[src/rtl/regfile_param_clr.sv]
// Parametrised two-read/one-write register file with optional zero register,
// optional write-to-read bypass, a sequential bulk-clear sweep and a write-error pulse.
module regfile_param_clr #(
    parameter int WIDTH    = 32,
    parameter int ADDR_W   = 3,
    parameter int DEPTH    = 8,
    parameter int ZERO_REG = 1,
    parameter int BYPASS   = 1
) (
    input  logic              CLK,
    input  logic              RST,
    input  logic [ADDR_W-1:0] A1,
    input  logic [ADDR_W-1:0] A2,
    input  logic [ADDR_W-1:0] A3,
    input  logic              WE3,
    input  logic [WIDTH-1:0]  WD3,
    input  logic              CLR,
    output logic [WIDTH-1:0]  RD1,
    output logic [WIDTH-1:0]  RD2,
    output logic              BUSY,
    output logic              DONE,
    output logic              WERR
);

    typedef enum logic [0:0] {
        IDLE  = 1'b0,
        CLEAR = 1'b1
    } state_t;

    // One extra bit so DEPTH == 2**ADDR_W is representable
    localparam logic [ADDR_W:0]   DEPTH_W   = (ADDR_W+1)'(DEPTH);
    localparam logic [ADDR_W-1:0] LAST_PTR  = ADDR_W'(DEPTH - 1);
    localparam logic [ADDR_W-1:0] ZERO_ADDR = '0;

    logic [WIDTH-1:0]  mem_r [DEPTH];
    state_t            state_r;
    logic [ADDR_W-1:0] ptr_r;
    logic              busy_r;
    logic              done_r;
    logic              werr_r;

    logic              a3_in_range_s;
    logic              we_ok_s;
    logic              werr_s;
    logic [WIDTH-1:0]  rd1_stored_s;
    logic [WIDTH-1:0]  rd2_stored_s;

    // Read-port priority: out of range, then zero register, then bypass, then storage
    function automatic logic [WIDTH-1:0] read_sel(
        input logic [ADDR_W-1:0] addr,
        input logic [WIDTH-1:0]  stored,
        input logic              we_ok,
        input logic [ADDR_W-1:0] waddr,
        input logic [WIDTH-1:0]  wdata
    );
        logic [WIDTH-1:0] v;
        if ({1'b0, addr} >= DEPTH_W) begin
            v = '0;
        end else if ((ZERO_REG != 0) && (addr == ZERO_ADDR)) begin
            v = '0;
        end else if ((BYPASS != 0) && we_ok && (addr == waddr)) begin
            v = wdata;
        end else begin
            v = stored;
        end
        return v;
    endfunction

    // Write acceptance and rejection decode
    always_comb begin
        a3_in_range_s = ({1'b0, A3} < DEPTH_W);
        if (WE3 && (state_r == IDLE) && a3_in_range_s &&
            !((ZERO_REG != 0) && (A3 == ZERO_ADDR))) begin
            we_ok_s = 1'b1;
        end else begin
            we_ok_s = 1'b0;
        end
        if (WE3 && ((state_r == CLEAR) || !a3_in_range_s)) begin
            werr_s = 1'b1;
        end else begin
            werr_s = 1'b0;
        end
    end

    // Guarded array fetch so an out-of-range address never indexes past the array
    always_comb begin
        if ({1'b0, A1} < DEPTH_W) begin
            rd1_stored_s = mem_r[A1];
        end else begin
            rd1_stored_s = '0;
        end
        if ({1'b0, A2} < DEPTH_W) begin
            rd2_stored_s = mem_r[A2];
        end else begin
            rd2_stored_s = '0;
        end
    end

    assign RD1  = read_sel(A1, rd1_stored_s, we_ok_s, A3, WD3);
    assign RD2  = read_sel(A2, rd2_stored_s, we_ok_s, A3, WD3);
    assign BUSY = busy_r;
    assign DONE = done_r;
    assign WERR = werr_r;

    // Register array, clear-sweep FSM and status pulses
    always_ff @(posedge CLK or posedge RST) begin
        if (RST) begin
            for (int i = 0; i < DEPTH; i++) begin
                mem_r[i] <= '0;
            end
            state_r <= IDLE;
            ptr_r   <= '0;
            busy_r  <= 1'b0;
            done_r  <= 1'b0;
            werr_r  <= 1'b0;
        end else begin
            werr_r <= werr_s;
            done_r <= 1'b0;
            // A write accepted on the CLR edge still lands; the sweep removes it later
            if (we_ok_s) begin
                mem_r[A3] <= WD3;
            end
            case (state_r)
                IDLE: begin
                    if (CLR) begin
                        state_r <= CLEAR;
                        ptr_r   <= '0;
                        busy_r  <= 1'b1;
                    end else begin
                        state_r <= IDLE;
                        busy_r  <= 1'b0;
                    end
                end
                CLEAR: begin
                    mem_r[ptr_r] <= '0;
                    if (ptr_r == LAST_PTR) begin
                        state_r <= IDLE;
                        ptr_r   <= '0;
                        busy_r  <= 1'b0;
                        done_r  <= 1'b1;
                    end else begin
                        ptr_r   <= ptr_r + ADDR_W'(1);
                        busy_r  <= 1'b1;
                    end
                end
                default: begin
                    state_r <= IDLE;
                    ptr_r   <= '0;
                    busy_r  <= 1'b0;
                end
            endcase
        end
    end

endmodule

[config.mk]
export PLATFORM = sky130hd
export DESIGN_NAME = regfile_param_clr
export DESIGN_NICKNAME = d
export VERILOG_FILES = /design/src/rtl/regfile_param_clr.sv
export SDC_FILE = /design/constraint.sdc
export NUM_CORES = 1
export LEC_CHECK = 0
export BUFFER_PORTS_ARGS = -buffer_cell sky130_fd_sc_hd__buf_2
export CORE_MARGIN = 5
export CORE_UTILIZATION = 40
export DETAILED_ROUTE_END_ITERATION = 8
export SLEW_MARGIN = 0
export SYNTH_ARGS = -nofsm -noshare
export SYNTH_HDL_FRONTEND = slang
export SYNTH_SLANG_ARGS = --single-unit
[constraint.sdc]
create_clock -name CLK -period 9.1 [get_ports CLK]
set_input_delay 0.455 -clock CLK [delete_from_list [all_inputs] [get_ports CLK]]
set_output_delay 0.455 -clock CLK [all_outputs]
set_load 0.01 [all_outputs]
==> results of run 1 <==
==> worst max-delay path, cell delays in order <==
cell and delay, ps:
buf_4 370, buf_4 780, nand2b_1 800, o21ai_0 380, a21oi_1 80, o21ai_0 400, a21oi_1 130, buf_2 150
==> area by class of cell <==
cell class | count | area (sq um)
clock inverter | 10 | 130
antenna | 3 | 7.51
sequential | 230 | 5760
tap | 448 | 561
clock buffer | 39 | 811
fill | 3422 | 18400
multi-input combinational | 1345 | 6910
inverter | 18 | 75.1
timing repair buffer | 136 | 751
==> how the worst min path moves through the flow <==
| stage | depth (start not counted) | to | from |
|---|---|---|---|
| after global routing | 2 | mem_r[68] | RST |
| after CTS | 2 | mem_r[3] | RST |
| final | 2 | mem_r[3] | RST |
| after global placement | 2 | mem_r[52] | mem_r[52] |
| after floorplan | 2 | mem_r[52] | mem_r[52] |
| after detailed placement | 2 | mem_r[58] | mem_r[58] |
==> layout by cell type (no fill, tap or decap), drive strengths merged, types with 5 or more instances in the layout <==
| cell | count |
|---|---|
| nand2 | 530 |
| a21oi | 320 |
| dfrtp | 230 |
| buf | 136 |
| o21ai | 82 |
| o22ai | 75 |
| nor2 | 64 |
| nor3 | 59 |
| mux2i | 50 |
| clkbuf | 39 |
| a31oi | 34 |
| o32ai | 29 |
| nand3 | 21 |
| o211ai | 18 |
| inv | 18 |
| mux2 | 14 |
| nand2b | 8 |
| o22a | 7 |
| xnor2 | 6 |
| clkinv | 5 |
==> layer usage <==
metal  GRT usage  vias to the layer above  part of all wire
li1            -                     6109                 -
met1       0.387                     6632              0.41
met2       0.441                      796              0.45
met3      0.0551                      158             0.097
met4       0.119                        0             0.044
met5           0                        -                 0
==> registers in the layout, indices dropped and copies added (netlist names) <==
name   cells
WERR       1
ptr_r      3
mem_r    224
DONE       1
BUSY       1
==> power by group <==
part / internal, mW / switching, mW
Combinational: 0.383 / 0.712
Clock: 0.700 / 0.463
Sequential: 1.30 / 0.234
Total: 2.38 / 1.41
==> per-stage QoR <==
step	setup WS, ps	util	hold slack [ps]	power, mW	area [sq um]
6_report	5040	0.450	24.5	3.79	15000
5_1_grt	4930	0.450	106	3.98	15000
4_1_cts	5140	0.449	86.6	3.78	15000
3_5_place_dp	5120	0.421	516	2.63	14100
3_3_place_gp	5130	0.421	512	2.59	14100
2_1_floorplan	2340	-	501	2.22	13400
==> kinds of logic (layout without fill, tap and decap cells) <==
family	count (synthesis)	after routing	synth area share
AO/OA/AOI/OAI	572	572	0.240
XOR/XNOR	6	6	0.00391
adder cells (fa/ha/maj)	2	2	0.00186
buffers and inverters	209	203	0.0663
flip-flops	230	230	0.428
multiplexers	64	64	0.0490
other	0	3	0
AND/OR/NAND/NOR	701	701	0.210
==> metrics.txt, run 1 <==
unrepaired setup endpoints after global routing=no; Final Critical Period=4060 ps; GRT overflow=0; Final Routed Wirelength=55100 um; EDFF count, synth=0; CTS root buf=clkbuf_16; Post-Syn Area per Cell=7.53 sq um; CTS tree=done; ys flop type=dfrtp_1; Die Y=193 um; worst-margin pin slew=1310 ps; initial antenna violation count=4; Die Area=37400 sq um; total core area=33400 sq um; TritonCTS buffer count=27; post-synth top area cell=dfrtp_1; final setup TNS=0 ps; Port Buffers=111; RR Startpoint=BUSY; Cell Pwr Density=253 nW/um^2; crit path launch=A2[1]; Post-Syn Area=13400 sq um; commonest cells in the netlist=530 x nand2_1, 320 x a21oi_1, 230 x dfrtp_1; largest net degree at the start of global routing=107; final setup vio count=0; status=complete, no violations; most common cell in the netlist=nand2_1; post-layout net count=1805; post-route ant nets=0; Clock Tree Buf Depth=3; Synth Register Bits=230; Chip Width=193 um; Crit Path Class=in -> out; number of post-CTS setup repair buffers=0; final hold vios=0; Distinct cells, synth=40; post-route clock period utilization=0.446; Finished Layout Cells=2229; ys async rst share=1.00; Placed Cells=2177; CP Max Fanout=57; Reg clk slew, reported paths=60 ps; FF-to-FF path depth=5; vias in the first global route=13200; routed len/inst=24.7 um; Post-route DRC=0; Hold Path Class=in -> async; layout cells sized above 1=0.126; flop-to-flop setup slack=6400 ps; vias=13700; relative slew slack=0.122; Synth area leaders=dfrtp_1 43%, nand2_1 15%, a21oi_1 12%; critical path arrival=3610 ps; Overall Global Routing Usage=0.283; Pleak=6.27 nW; Synth top area share=0.428; first-pass GRT wire length=83300 um; Setup crit end=RD2[2]; YS warnings=0; sequential area share after synthesis=0.428; Area Overhead vs Synth=11.7%; CP endpoint kind=primary output; reg-to-reg endpoint=mem_r[84]; first-pass iteration count of the detailed router=7; CTS sink cnt=230; Peak Freq=246 MHz; Final Max Slew Viols=0; DP HPWL=30400 um; initial drt markers=1543; CTS Hold Buffers Added=0; max-cap viol count=0; FP Rows=67; Startpoint Class=primary input; Layout Skew=9.53 ps; routed vias/inst=6.14; VDD IR max=0.000178 V; Placer Congestion=0.850; num ports=112; Syn Inst Count=1784; H-tree lvl count=1; CP required=8650 ps; Syn Nets=1831; post_cts resized=0; Clk Latency, worst-skew pair=540 ps; initial core utilization=0.403
Power figures use the tool's default switching activity.
==> run 2: changes to the inputs <==
ABC_AREA = 1   (was unset)
clock period = 3.6 ns   (was 9.1 ns; I/O delays follow)
==> metrics.txt, run 2 <==
initial drt markers=2066; relative slew slack=0.212; Die Y=203 um; largest net degree at the start of global routing=121; unrepaired setup endpoints after global routing=no; max-cap viol count=0; ys async rst share=1.00; Clk Latency, worst-skew pair=550 ps; simple-gate share of the synthesized area=0.405; CTS root buf=clkbuf_16; final setup TNS=0 ps; hold_ws=35.5 ps; Synth area leaders=dfrtp_1 39%, nor2_1 14%, nand2_1 14%; final setup vio count=0; Die Area=41300 sq um; H-tree lvl count=1; first-pass iteration count of the detailed router=7; status=complete, no violations; layout cells sized above 1=0.106; critical path arrival=2930 ps; Syn Nets=2407; Filler Cell Count=3813; Startpoint Class=flop; Syn Inst Count=2360; most common cell in the netlist=nor2_1; post-synth top area cell=dfrtp_1; max FFs per register=224; total core area=36800 sq um; post-route clock period utilization=0.865; final hold vios=0; initial antenna violation count=0; Post-Place Worst Slack=1060 ps; Layout Skew=9.59 ps; num ports=112; adder-cell share of the synthesized area=0.00167; Synth Register Bits=230; mux cell area share after synthesis=0; YS warnings=0; Port Buffers=111; initial core utilization=0.406; Post-Syn Area per Cell=6.33 sq um; hold path cells=3; Area Overhead vs Synth=14.1%; vias=16600; first-pass GRT wire length=96000 um; DP HPWL=36800 um; Placer Congestion=0.878; Pleak=8.64 nW; post-route ant nets=0; overall power consumption=11.6 mW; Peak Freq=321 MHz; GRT overflow=0; Final Routed Wirelength=62800 um; Overall Global Routing Usage=0.297; CTS sink cnt=230; sequential area share after synthesis=0.385; Hold Path Class=in -> reg; largest family of logic cells by synthesized area=simple AND/OR/NAND/NOR gates; Final Max Slew Viols=0; Final WS setup=486 ps; Post-route DRC=0; commonest cells in the netlist=551 x nor2_1, 540 x nand2_1, 230 x dfrtp_1; Top reg by flops=mem_r; post-layout net count=2461; CTS tree=done; routed len/inst=21.7 um; FP Rows=70; CP Max Fanout=13; vias in the first global route=16000; Cell Pwr Density=678 nW/um^2; Synth top area share=0.385; VDD IR max=0.000568 V; Distinct cells, synth=27; Compound-Gate Fraction of Synth Area=0.106; Chip Width=203 um; flop-to-flop setup slack=1070 ps; worst-margin pin slew=1180 ps; EDFF count, synth=0; n_diodes=0; Crit Path Class=reg -> out; FF-to-FF path depth=8; TritonCTS buffer count=28; Reg clk slew, reported paths=60 ps; Final Critical Period=3110 ps; ys flop type=dfrtp_1; routed vias/inst=5.71; Post-Syn Area=14900 sq um; CP endpoint kind=primary output; Synth Area in XOR/XNOR=0.00234; Clock Tree Buf Depth=3; CP required=3420 ps; most frequent cells in the layout=542 x nor2_1, 539 x nand2_1, 230 x dfrtp_1, 180 x inv_1, 160 x nor3_1; placed instance area=15800 sq um; biggest regs=mem_r x224, ptr_r x3; most common cell after layout, fill and taps aside=nor2_1; design area=17100 sq um
-- run 2: power breakdown --
part           internal, mW  switching, mW
registers              3.61          0.712
logic                  1.42           2.95
clock network          1.71           1.16
-- run 2: logic make-up after synthesis --
group	count (synthesis)
AO/OA/AOI/OAI	298
XOR/XNOR	4
adder cells (fa/ha/maj)	2
buffers and inverters	367
flip-flops	230
AND/OR/NAND/NOR	1459
-- run 2: worst paths after layout --
path	startpoint	end
setup / recovery	BUSY	RD1[18]
hold / removal	WD3[10]	mem_r[74]
setup reg to reg	BUSY	mem_r[14]
hold reg to reg	mem_r[147]	mem_r[147]
max in group asynchronous	RST	mem_r[81]
min in group asynchronous	RST	ptr_r[1]
-- run 2: per-stage QoR --
step,utilization,std cells
after floorplan,-,2360
after global placement,0.430,2820
after detailed placement,0.430,2820
after CTS,0.464,2901
after global routing,0.464,2901
final,0.464,2901
-- run 2: critical path, stage by stage (launching register included) --
cell     delay (ps)
dfrtp_1         490
inv_2           120
nand2_4         110
a21oi_4         190
nand2_1         690
buf_4           440
nand2_1          70
inv_1            40
nor2_1           90
buf_2           140
-- run 2: layout make-up --
cell class / instances / area [sq um] / area share
Inverter: 194 / 733 / 0.0430
Multi-Input combinational cell: 1763 / 7760 / 0.455
Timing Repair Buffer: 197 / 1310 / 0.0766
Sequential cell: 230 / 5760 / 0.337
Clock buffer: 42 / 825 / 0.0483
Tap cell: 468 / 586 / 0.0343
Clock inverter: 7 / 88.8 / 0.00521
-- run 2: layer usage --
metal	share of wire	global-route usage	up-vias
li1	-	-	7640
met2	0.42	0.456	1027
met1	0.42	0.415	7692
met3	0.11	0.0536	209
met5	0	0	-
met4	0.048	0.124	0
-- run 2: repair_timing --
action,in CTS,in global routing
buffers inserted,0,0
hold endpoints to repair,211,0
hold buffers,32,0
gates resized for setup,0,0
